## src/rtl/soc_timer_pkg.sv

```systemverilog
// Shared register offsets, CTRL bit positions and reset constants for the machine timer.
package soc_timer_pkg;

  localparam logic [7:0] TIMER_CTRL  = 8'h00;
  localparam logic [7:0] TIMER_COUNT = 8'h04;
  localparam logic [7:0] TIMER_VALUE = 8'h08;

  localparam int unsigned CTRL_EN        = 0;
  localparam int unsigned CTRL_IE        = 1;
  localparam int unsigned CTRL_PEND      = 2;
  localparam int unsigned CTRL_PRESC_LSB = 8;

  localparam logic [31:0] VALUE_RST = 32'hFFFF_FFFF;

  typedef enum logic [1:0] {
    SelNone,
    SelCtrl,
    SelCount,
    SelValue
  } reg_sel_e;

  function automatic reg_sel_e decode_addr(input logic [7:0] offset);
    reg_sel_e sel;
    case (offset)
      TIMER_CTRL:  sel = SelCtrl;
      TIMER_COUNT: sel = SelCount;
      TIMER_VALUE: sel = SelValue;
      default:     sel = SelNone;
    endcase
    return sel;
  endfunction

endpackage

```

## src/rtl/timer_prescaler.sv

```systemverilog
// Clock prescaler: emits one tick every (presc+1) enabled cycles.
module timer_prescaler #(
  parameter int unsigned PRESC_W = 8
) (
  input  logic               clk,
  input  logic               rst,
  input  logic               en,
  input  logic [PRESC_W-1:0] presc,
  input  logic               restart,
  output logic               tick
);

  logic [PRESC_W-1:0] pcnt_q;

  assign tick = en && (pcnt_q == presc);

  always_ff @(posedge clk) begin
    if (rst || !en || restart || tick) begin
      pcnt_q <= '0;
    end else begin
      pcnt_q <= pcnt_q + 1'b1;
    end
  end

endmodule

```

## src/rtl/soc_timer.sv

```systemverilog
// Memory-mapped machine timer: prescaled 32-bit counter, compare value and sticky pending flag.
module soc_timer
  import soc_timer_pkg::*;
#(
  parameter int unsigned PRESC_W = 8
) (
  input  logic        clk,
  input  logic        rst,
  input  logic        we_i,
  input  logic [31:0] addr_i,
  input  logic [31:0] data_i,
  output logic [31:0] data_o,
  output logic        int_sig_o
);

  logic               en_q;
  logic               ie_q;
  logic               pend_q;
  logic [PRESC_W-1:0] presc_q;
  logic [31:0]        count_q;
  logic [31:0]        value_q;

  reg_sel_e           sel;
  logic               wr_ctrl;
  logic               wr_count;
  logic               wr_value;
  logic               presc_chg;
  logic               tick;
  logic               match;
  logic               unused_addr;

  assign sel         = decode_addr(addr_i[7:0]);
  assign unused_addr = ^addr_i[31:8];

  assign wr_ctrl   = we_i && (sel == SelCtrl);
  assign wr_count  = we_i && (sel == SelCount);
  assign wr_value  = we_i && (sel == SelValue);
  assign presc_chg = wr_ctrl && (data_i[CTRL_PRESC_LSB +: PRESC_W] != presc_q);

  timer_prescaler #(
    .PRESC_W (PRESC_W)
  ) u_prescaler (
    .clk     (clk),
    .rst     (rst),
    .en      (en_q),
    .presc   (presc_q),
    .restart (presc_chg),
    .tick    (tick)
  );

  // A software COUNT write in a tick cycle overrides the tick, so no compare is evaluated.
  assign match = tick && !wr_count && (count_q >= value_q);

  always_ff @(posedge clk) begin
    if (rst) begin
      en_q    <= 1'b0;
      ie_q    <= 1'b0;
      pend_q  <= 1'b0;
      presc_q <= '0;
      count_q <= '0;
      value_q <= VALUE_RST;
    end else begin
      if (wr_ctrl) begin
        en_q    <= data_i[CTRL_EN];
        ie_q    <= data_i[CTRL_IE];
        presc_q <= data_i[CTRL_PRESC_LSB +: PRESC_W];
      end
      // Hardware set beats a same-cycle W1C so no event is lost.
      if (match) begin
        pend_q <= 1'b1;
      end else if (wr_ctrl && data_i[CTRL_PEND]) begin
        pend_q <= 1'b0;
      end
      if (wr_count) begin
        count_q <= data_i;
      end else if (match) begin
        count_q <= '0;
      end else if (tick) begin
        count_q <= count_q + 32'd1;
      end
      if (wr_value) begin
        value_q <= data_i;
      end
    end
  end

  always_comb begin
    data_o = '0;
    case (sel)
      SelCtrl: begin
        data_o[CTRL_EN]                      = en_q;
        data_o[CTRL_IE]                      = ie_q;
        data_o[CTRL_PEND]                    = pend_q;
        data_o[CTRL_PRESC_LSB +: PRESC_W]    = presc_q;
      end
      SelCount: data_o = count_q;
      SelValue: data_o = value_q;
      default:  data_o = '0;
    endcase
  end

  assign int_sig_o = pend_q & ie_q;

endmodule

```

## config.mk

```make
export PLATFORM = sky130hd
export DESIGN_NAME = soc_timer
export DESIGN_NICKNAME = d
export VERILOG_FILES = /design/src/rtl/soc_timer_pkg.sv /design/src/rtl/timer_prescaler.sv /design/src/rtl/soc_timer.sv
export SDC_FILE = /design/constraint.sdc
export NUM_CORES = 1
export LEC_CHECK = 0
export CORE_MARGIN = 2
export CORE_UTILIZATION = 38
export CTS_CLUSTER_SIZE = 8
export DETAILED_ROUTE_END_ITERATION = 16
export PLACE_DENSITY_LB_ADDON = 0.15
export SLEW_MARGIN = 30
export SYNTH_ARGS = -nofsm -noshare
export SYNTH_HDL_FRONTEND = slang
export SYNTH_SLANG_ARGS = --single-unit
export TNS_END_PERCENT = 30
```

## constraint.sdc

```tcl
create_clock -name clk -period 2.74 [get_ports clk]
set_input_delay 0.411 -clock clk [delete_from_list [all_inputs] [get_ports clk]]
set_output_delay 0.411 -clock clk [all_outputs]
set_load 0.005 [all_outputs]
```

== After elaboration in Yosys (flattened, before gate mapping) ==
Index checks and enable logic that the tools add are counted.

* $add $sub $neg: 2
* Multiply operators: 0
* Divide/modulo/power cells: 0
* $lt $le $gt $ge: 1
* Equal/unequal tests: 7
* Shifts and indexed selects: 0
* Muxes and demuxes: 10
* Bitwise gates (word level): 1
* Reduce and logical (&&, ||, !) cells: 16

{| class="wikitable"
|+ Operators with widths
! kind !! count
|-
| 32-bit 2-to-1 mux || 3
|-
| 32-bit by 1-bit adder with 32-bit output (second input constant) || 1
|-
| 32-bit >= comparator || 1
|-
| 16-bit one-hot mux with 2 select lines || 1
|-
| 8-bit one-hot mux with 3 select lines || 1
|-
| 5-bit one-hot mux with 2 select lines || 1
|-
| 3-bit one-hot mux with 3 select lines || 1
|-
| 8-bit by 1-bit adder with 8-bit output (second input constant) || 1
|-
| 8-bit by 3-bit == test with 1-bit output (second input constant) || 1
|-
| 8-bit by 4-bit == test with 1-bit output (second input constant) || 1
|-
| 8-bit == test || 1
|-
| 1-bit logical AND || 8
|-
| 8-bit zero test || 1
|-
| 8-bit inequality test || 1
|-
| 2-bit one-hot mux with 3 select lines || 1
|-
| 2-bit == test (second input constant) || 2
|-
| 1-bit logical OR || 3
|-
| 3-bit nonzero test || 1
|-
| 2-bit by 1-bit == test with 1-bit output (second input constant) || 1
|-
| 1-bit zero test || 2
|-
| 1-bit 2-to-1 mux || 2
|-
| 2-bit nonzero test || 1
|-
| 1-bit bitwise AND || 1
|}

* Register bits after elaboration: 83
* Bits in latches: 0
* Bits in writable memories: 0
* Memory bits (read-only): 0
* Input port bits: 67
* Output and inout bits: 33
* Word-level logic and storage cells: 44
* Memories: 0

== Longest topological paths before layout ==
* Word-level depth: 9
* Mapped depth: 8
* Mapped depth without buffers: 7

== Cells and area by module ==
Synthesis repeated with hierarchy kept, for this count alone.

* Cell total of the unflattened synthesis: 668
* Area, all modules: 5235.0 µm²

{| class="wikitable"
|+ Modules (own cells, without submodules)
! module !! instances !! cells an instance !! area each (µm²) !! seq. area each (µm²)
|-
| soc_timer || 1 || 623 || 4830.9 || 1501.4
|-
| timer_prescaler || 1 || 45 || 404.1 || 160.2
|}

== Worst setup path before layout ==
No wires, ideal clock.

* Kind: flip-flop to flip-flop
* Start: register count_q[15]
* End: register count_q[8]
* Setup time: 136 ps
* Data arrival time: 2199 ps
* Data required time: 2604 ps
* Slack: 405 ps
* Cell stages (with the launch flop): 8
* Buffers on the path: 1
* Clock period less this slack: 2335 ps
* Cells stage by stage: dfxtp_1 > ha_1 > nand2_1 > nor4_2 > or4b_1 > a311oi_2 > buf_4 > o32ai_1

* Word-level cells in the longest chain between the ends: 4
* Elaborated cells on any way between the ends: 5
* Classes of those cells: 1 x order compare; 2 x mux; 2 x reduce/logical

{| class="wikitable"
|+ RTL lines
! what !! line !! source
|-
| start: declaration || soc_timer.sv:20 || <nowiki>logic [31:0] count_q;</nowiki>
|-
| start signal: assignment || soc_timer.sv:75 || <nowiki>count_q <= data_i;</nowiki>
|-
| start signal: assignment || soc_timer.sv:79 || <nowiki>count_q <= count_q + 32'd1;</nowiki>
|-
| 32-bit >= comparator (*) || soc_timer.sv:52 || <nowiki>assign match = tick && !wr_count && (count_q >= value_q);</nowiki>
|-
| 1-bit logical AND (*) || soc_timer.sv:52 ||
|-
| 32-bit 2-to-1 mux || soc_timer.sv:76 || <nowiki>end else if (match) begin</nowiki>
|-
| 32-bit 2-to-1 mux || soc_timer.sv:74 || <nowiki>if (wr_count) begin</nowiki>
|}

Every way passes the cells marked *; elsewhere a longest branch is shown, timed or not.
A chain may end at the register's enable or synchronous reset.

== Final worst setup path ==
* Start: input addr_i[5]
* End: output data_o[17]

* Word-level cells in the longest chain between the ends: 4
* Elaborated cells on any way between the ends: 7
* Classes of those cells: 4 x eq/ne; 2 x mux; 1 x reduce/logical

{| class="wikitable"
|+ RTL lines
! what !! line !! source
|-
| start: declaration || soc_timer.sv:10 || <nowiki>input logic [31:0] addr_i,</nowiki>
|-
| 8-bit by 4-bit == test with 1-bit output (tied with other cells) || soc_timer_pkg.sv:24 || <nowiki>case (offset)</nowiki>
|-
| 2-bit one-hot mux with 3 select lines (*) || soc_timer_pkg.sv:24 ||
|-
| 2-bit == test || soc_timer.sv:89 || <nowiki>case (sel)</nowiki>
|-
| 16-bit one-hot mux with 2 select lines (*) || soc_timer.sv:89 ||
|-
| end: declaration || soc_timer.sv:12 || <nowiki>output logic [31:0] data_o,</nowiki>
|}

Marks and branches as above.

==> metrics.log <==
INFO  metric total_wire_length_after_detailed_routing = 18200 um
INFO  metric postSynth.topFlopCell = sky130_fd_sc_hd__dfxtp_1
INFO  metric synth_top_area_cell = sky130_fd_sc_hd__dfxtp_1
INFO  metric synth_mux_area_share = 3.763%
INFO  metric hpwl = 12230 um
INFO  metric core_region_area = 14420 um2
INFO  metric fp.dieH = 125.3 um
INFO  metric internal_power = 1.999 mW
INFO  metric synth_edf_count = 0
INFO  metric max_cap_violations = 0
INFO  metric powerDensity = 362.4 nW/um2
INFO  metric numCtsBuffers = 9
INFO  metric timing_max_transition_violations_final = 0
INFO  metric min_path_type = register to register
INFO  metric area_of_the_die = 15690 um2
INFO  metric pin_count_of_the_biggest_net_entering_global_routing = 52
INFO  metric yosys_register_bits = 83
INFO  metric path_class = input pin to output port
INFO  metric via_count = 5594
INFO  metric final_estimated_routing_congestion_in_global_placement = 0.8923
INFO  metric synth_warnings = 0
INFO  metric clk_pin_slew_worst_paths = 0.05 ns
INFO  metric synth_largest_type_area_fraction = 29.74%
INFO  metric irDropWorstVdd = 317.4 uV
INFO  metric grt-ovfl-total = 0
INFO  metric cts.hold.buffers_added = 0
INFO  metric detailedRoute.firstIterationViolations = 554
INFO  metric post-route-min-period = 2.673 ns
INFO  metric synth-seq-area-share = 29.74%
INFO  metric clk-insertion-delay-late = 0.36 ns
INFO  metric cts.sink_count = 83
INFO  metric drc = 0
INFO  metric power_frac_clock = 46.4%
INFO  metric floorplan.initialDensity = 38.73%
INFO  metric antenna-diode-count = 0
INFO  metric grt_pass1_vias = 5553
INFO  metric layout.nets = 876
INFO  metric main_area_contributors_after_synthesis = sky130_fd_sc_hd__dfxtp_1 (30%), sky130_fd_sc_hd__ha_1 (7.6%), sky130_fd_sc_hd__o211ai_1 (6.2%), sky130_fd_sc_hd__xnor2_1 (5.8%), sky130_fd_sc_hd__nand2_1 (5.6%)
INFO  metric synthArstFlopShare = 0%
INFO  metric main_combinational_cell_family_by_area_after_synthesis = compound AO/OA/AOI/OAI gates
INFO  metric sequentialPowerShare = 46.6%
INFO  metric final_hold_violation_count = 0
INFO  metric maxClockFrequency = 0.3741 GHz
INFO  metric maximum_buffer_depth_of_the_clock_tree = 2
INFO  metric worst-path-max-fanout = 4
INFO  metric worst_ep_arrival_time = 2.26 ns
INFO  metric combPwrFrac = 7.1%
INFO  metric row_count = 44
INFO  metric timing_worst_slew_pin_value = 0.7020 ns
INFO  metric synth_compound_area_share = 23.67%
INFO  metric globalRouteTotalUtil = 22.77%
INFO  metric routedWlPerCell = 18.90 um
INFO  metric antenna_found_initial = 0
INFO  metric clock_tree.htree_level_count = 3
INFO  metric xor_xnor_share_of_the_synthesized_area = 7.839%
INFO  metric required = 2.33 ns
INFO  metric syn_nets = 793
INFO  metric final.hold.worst_slack = 0.5214 ns
INFO  metric drive_above_1_share = 9.499%
INFO  metric worstSetupEndpointType = output port
INFO  metric detail_route.first_pass.iterations = 5
INFO  metric static-leakage-power = 2.932 nW
INFO  metric root_buffer_cell = sky130_fd_sc_hd__clkbuf_16
INFO  metric synth_cells = 692
INFO  metric io_pins = 100
INFO  metric synthesis.area = 5587 um2
INFO  metric run_status = complete, no violations
INFO  metric setup.worst_path.start_class = input pin
INFO  metric setup-violations-final = 0
INFO  metric yosys.area_share.adder = 7.615%
INFO  metric fin_worst_skew = 0.006841 ns
INFO  metric grt_pass1_wl = 28870 um
INFO  metric finalPower = 2.598 mW
INFO  metric relSlewSlack = 53.20%
INFO  metric tritoncts_clock_tree = built
INFO  metric post_drt_via_cell_ratio = 5.809
INFO  metric simple_gate_fraction_of_synth_area = 20.31%
INFO  metric synth_unique_cells = 49
INFO  metric die_width = 125.3 um
INFO  metric syn_avg_cell_area = 8.073 um2
INFO  metric number_of_i_o_port_buffers = 75
INFO  metric ant_nets = 0
INFO  metric p_sw = 0.5993 mW
INFO  metric min_period_over_period = 97.55%
INFO  metric signed_area_change_from_the_synthesized_netlist_to_the_final_layout = 28.35%
INFO  metric power.share.switching = 23.06%
synth_stat cells (4+ instances only):
library cell	n
sky130_fd_sc_hd__nand2b_1	15
sky130_fd_sc_hd__nor2_1	46
sky130_fd_sc_hd__and4_1	4
sky130_fd_sc_hd__o41ai_1	15
sky130_fd_sc_hd__a31oi_1	14
sky130_fd_sc_hd__and3_1	9
sky130_fd_sc_hd__clkbuf_1	40
sky130_fd_sc_hd__a2bb2oi_1	15
sky130_fd_sc_hd__ha_1	34
sky130_fd_sc_hd__a22o_1	21
sky130_fd_sc_hd__and2_1	4
sky130_fd_sc_hd__inv_1	51
sky130_fd_sc_hd__nor3_1	4
sky130_fd_sc_hd__nand4_1	19
sky130_fd_sc_hd__mux2i_1	21
sky130_fd_sc_hd__nor4_1	6
sky130_fd_sc_hd__a21oi_1	25
sky130_fd_sc_hd__xnor2_1	37
sky130_fd_sc_hd__o211ai_1	46
sky130_fd_sc_hd__xor2_1	13
sky130_fd_sc_hd__o32ai_1	18
sky130_fd_sc_hd__dfxtp_1	83
sky130_fd_sc_hd__nand2_1	83
sky130_fd_sc_hd__o21ai_0	7
sky130_fd_sc_hd__nand3_1	24
metrics by stage:
stage	cells	utilization (%)	TNS, ns	cell area (um2)	setup slack (ns)
final	963	49.71	0	7171	0.06707
after global routing	963	49.71	-0.03944	7171	-0.008824
after CTS	955	48.66	-0.02052	7018	-0.02052
after detailed placement	940	46.72	-0.1146	6739	-0.03953
after global placement	940	46.72	0	6739	0.0007794
after floorplan	692	-	0	5587	0.4051
power groups by stage:
stage	Combinational, mW	Clock (mW)	Sequential (mW)
after floorplan	0.0679	0	1.24
after global placement	0.178	0	1.24
after detailed placement	0.179	0	1.24
after CTS	0.180	1.23	1.21
after global routing	0.196	1.28	1.21
final	0.183	1.20	1.21
cells by family (layout without fill, tap and decap cells):
logic type	count (synthesis)	count (layout)
flip-flops	83	83
AND/OR/NAND/NOR	229	229
AO/OA/AOI/OAI	175	175
buffers and inverters	100	187
XOR/XNOR	50	50
multiplexers	21	21
adder cells (fa/ha/maj)	34	34
placed cells by master, fill, tap and decap left out, types with 24 or more instances in the layout:
cell,count
sky130_fd_sc_hd__nor2_1,45
sky130_fd_sc_hd__nand3_1,24
sky130_fd_sc_hd__dfxtp_1,83
sky130_fd_sc_hd__clkdlybuf4s50_1,71
sky130_fd_sc_hd__nand2_1,82
sky130_fd_sc_hd__o211ai_1,46
sky130_fd_sc_hd__buf_4,32
sky130_fd_sc_hd__inv_1,50
sky130_fd_sc_hd__a21oi_1,25
sky130_fd_sc_hd__ha_1,34
sky130_fd_sc_hd__xnor2_1,37
sequential cells by signal (all words and copies together), names as in the netlist:
signal and count:
count_q 32, en_q 1, ie_q 1, pend_q 1, presc_q 8, u_prescaler.pcnt_q 8
value_q 32
critical path, stage by stage:
cell	delay [ns]
sky130_fd_sc_hd__clkdlybuf4s50_1	0.41
sky130_fd_sc_hd__nor2_2	0.13
sky130_fd_sc_hd__and4b_2	0.37
sky130_fd_sc_hd__clkbuf_16	0.18
sky130_fd_sc_hd__buf_6	0.12
sky130_fd_sc_hd__a22o_1	0.13
sky130_fd_sc_hd__clkdlybuf4s50_1	0.50
final timing paths:
check                endpoint  cells after the start         from  slack, ns
hold / removal     value_q[0]                      2   value_q[0]       0.52
hold reg to reg    value_q[0]                      2   value_q[0]       0.52
setup / recovery   data_o[17]                      7    addr_i[5]       0.07
setup reg to reg  count_q[17]                      8  value_q[15]       0.13
what timing repair did:
item,4_1_cts,5_1_grt
gates cloned,0,3
pin swaps,0,3
buffers inserted,0,5
resized for setup,1,18
endpoints found under the setup margin,9,56
cell type report:
class                   instances  area (um2)
flip-flops and latches         83        1662
well taps                     184       230.2
multi-input cells             509        3572
inverters                      51       191.4
clock buffers                  12       236.5
fillers                      1406        7253
repair buffers                121        1239
clock inverters                 3       40.04
routing by layer:
layer,vias to the layer above,wire length [um],global-route usage [%]
met4,0,355,7.778
met3,28,1046,4.964
met5,-,0,0
met2,197,8566,37.56
li1,2695,-,-
met1,2674,8233,29.53
Note: power is estimated with default switching activity, not from simulation.
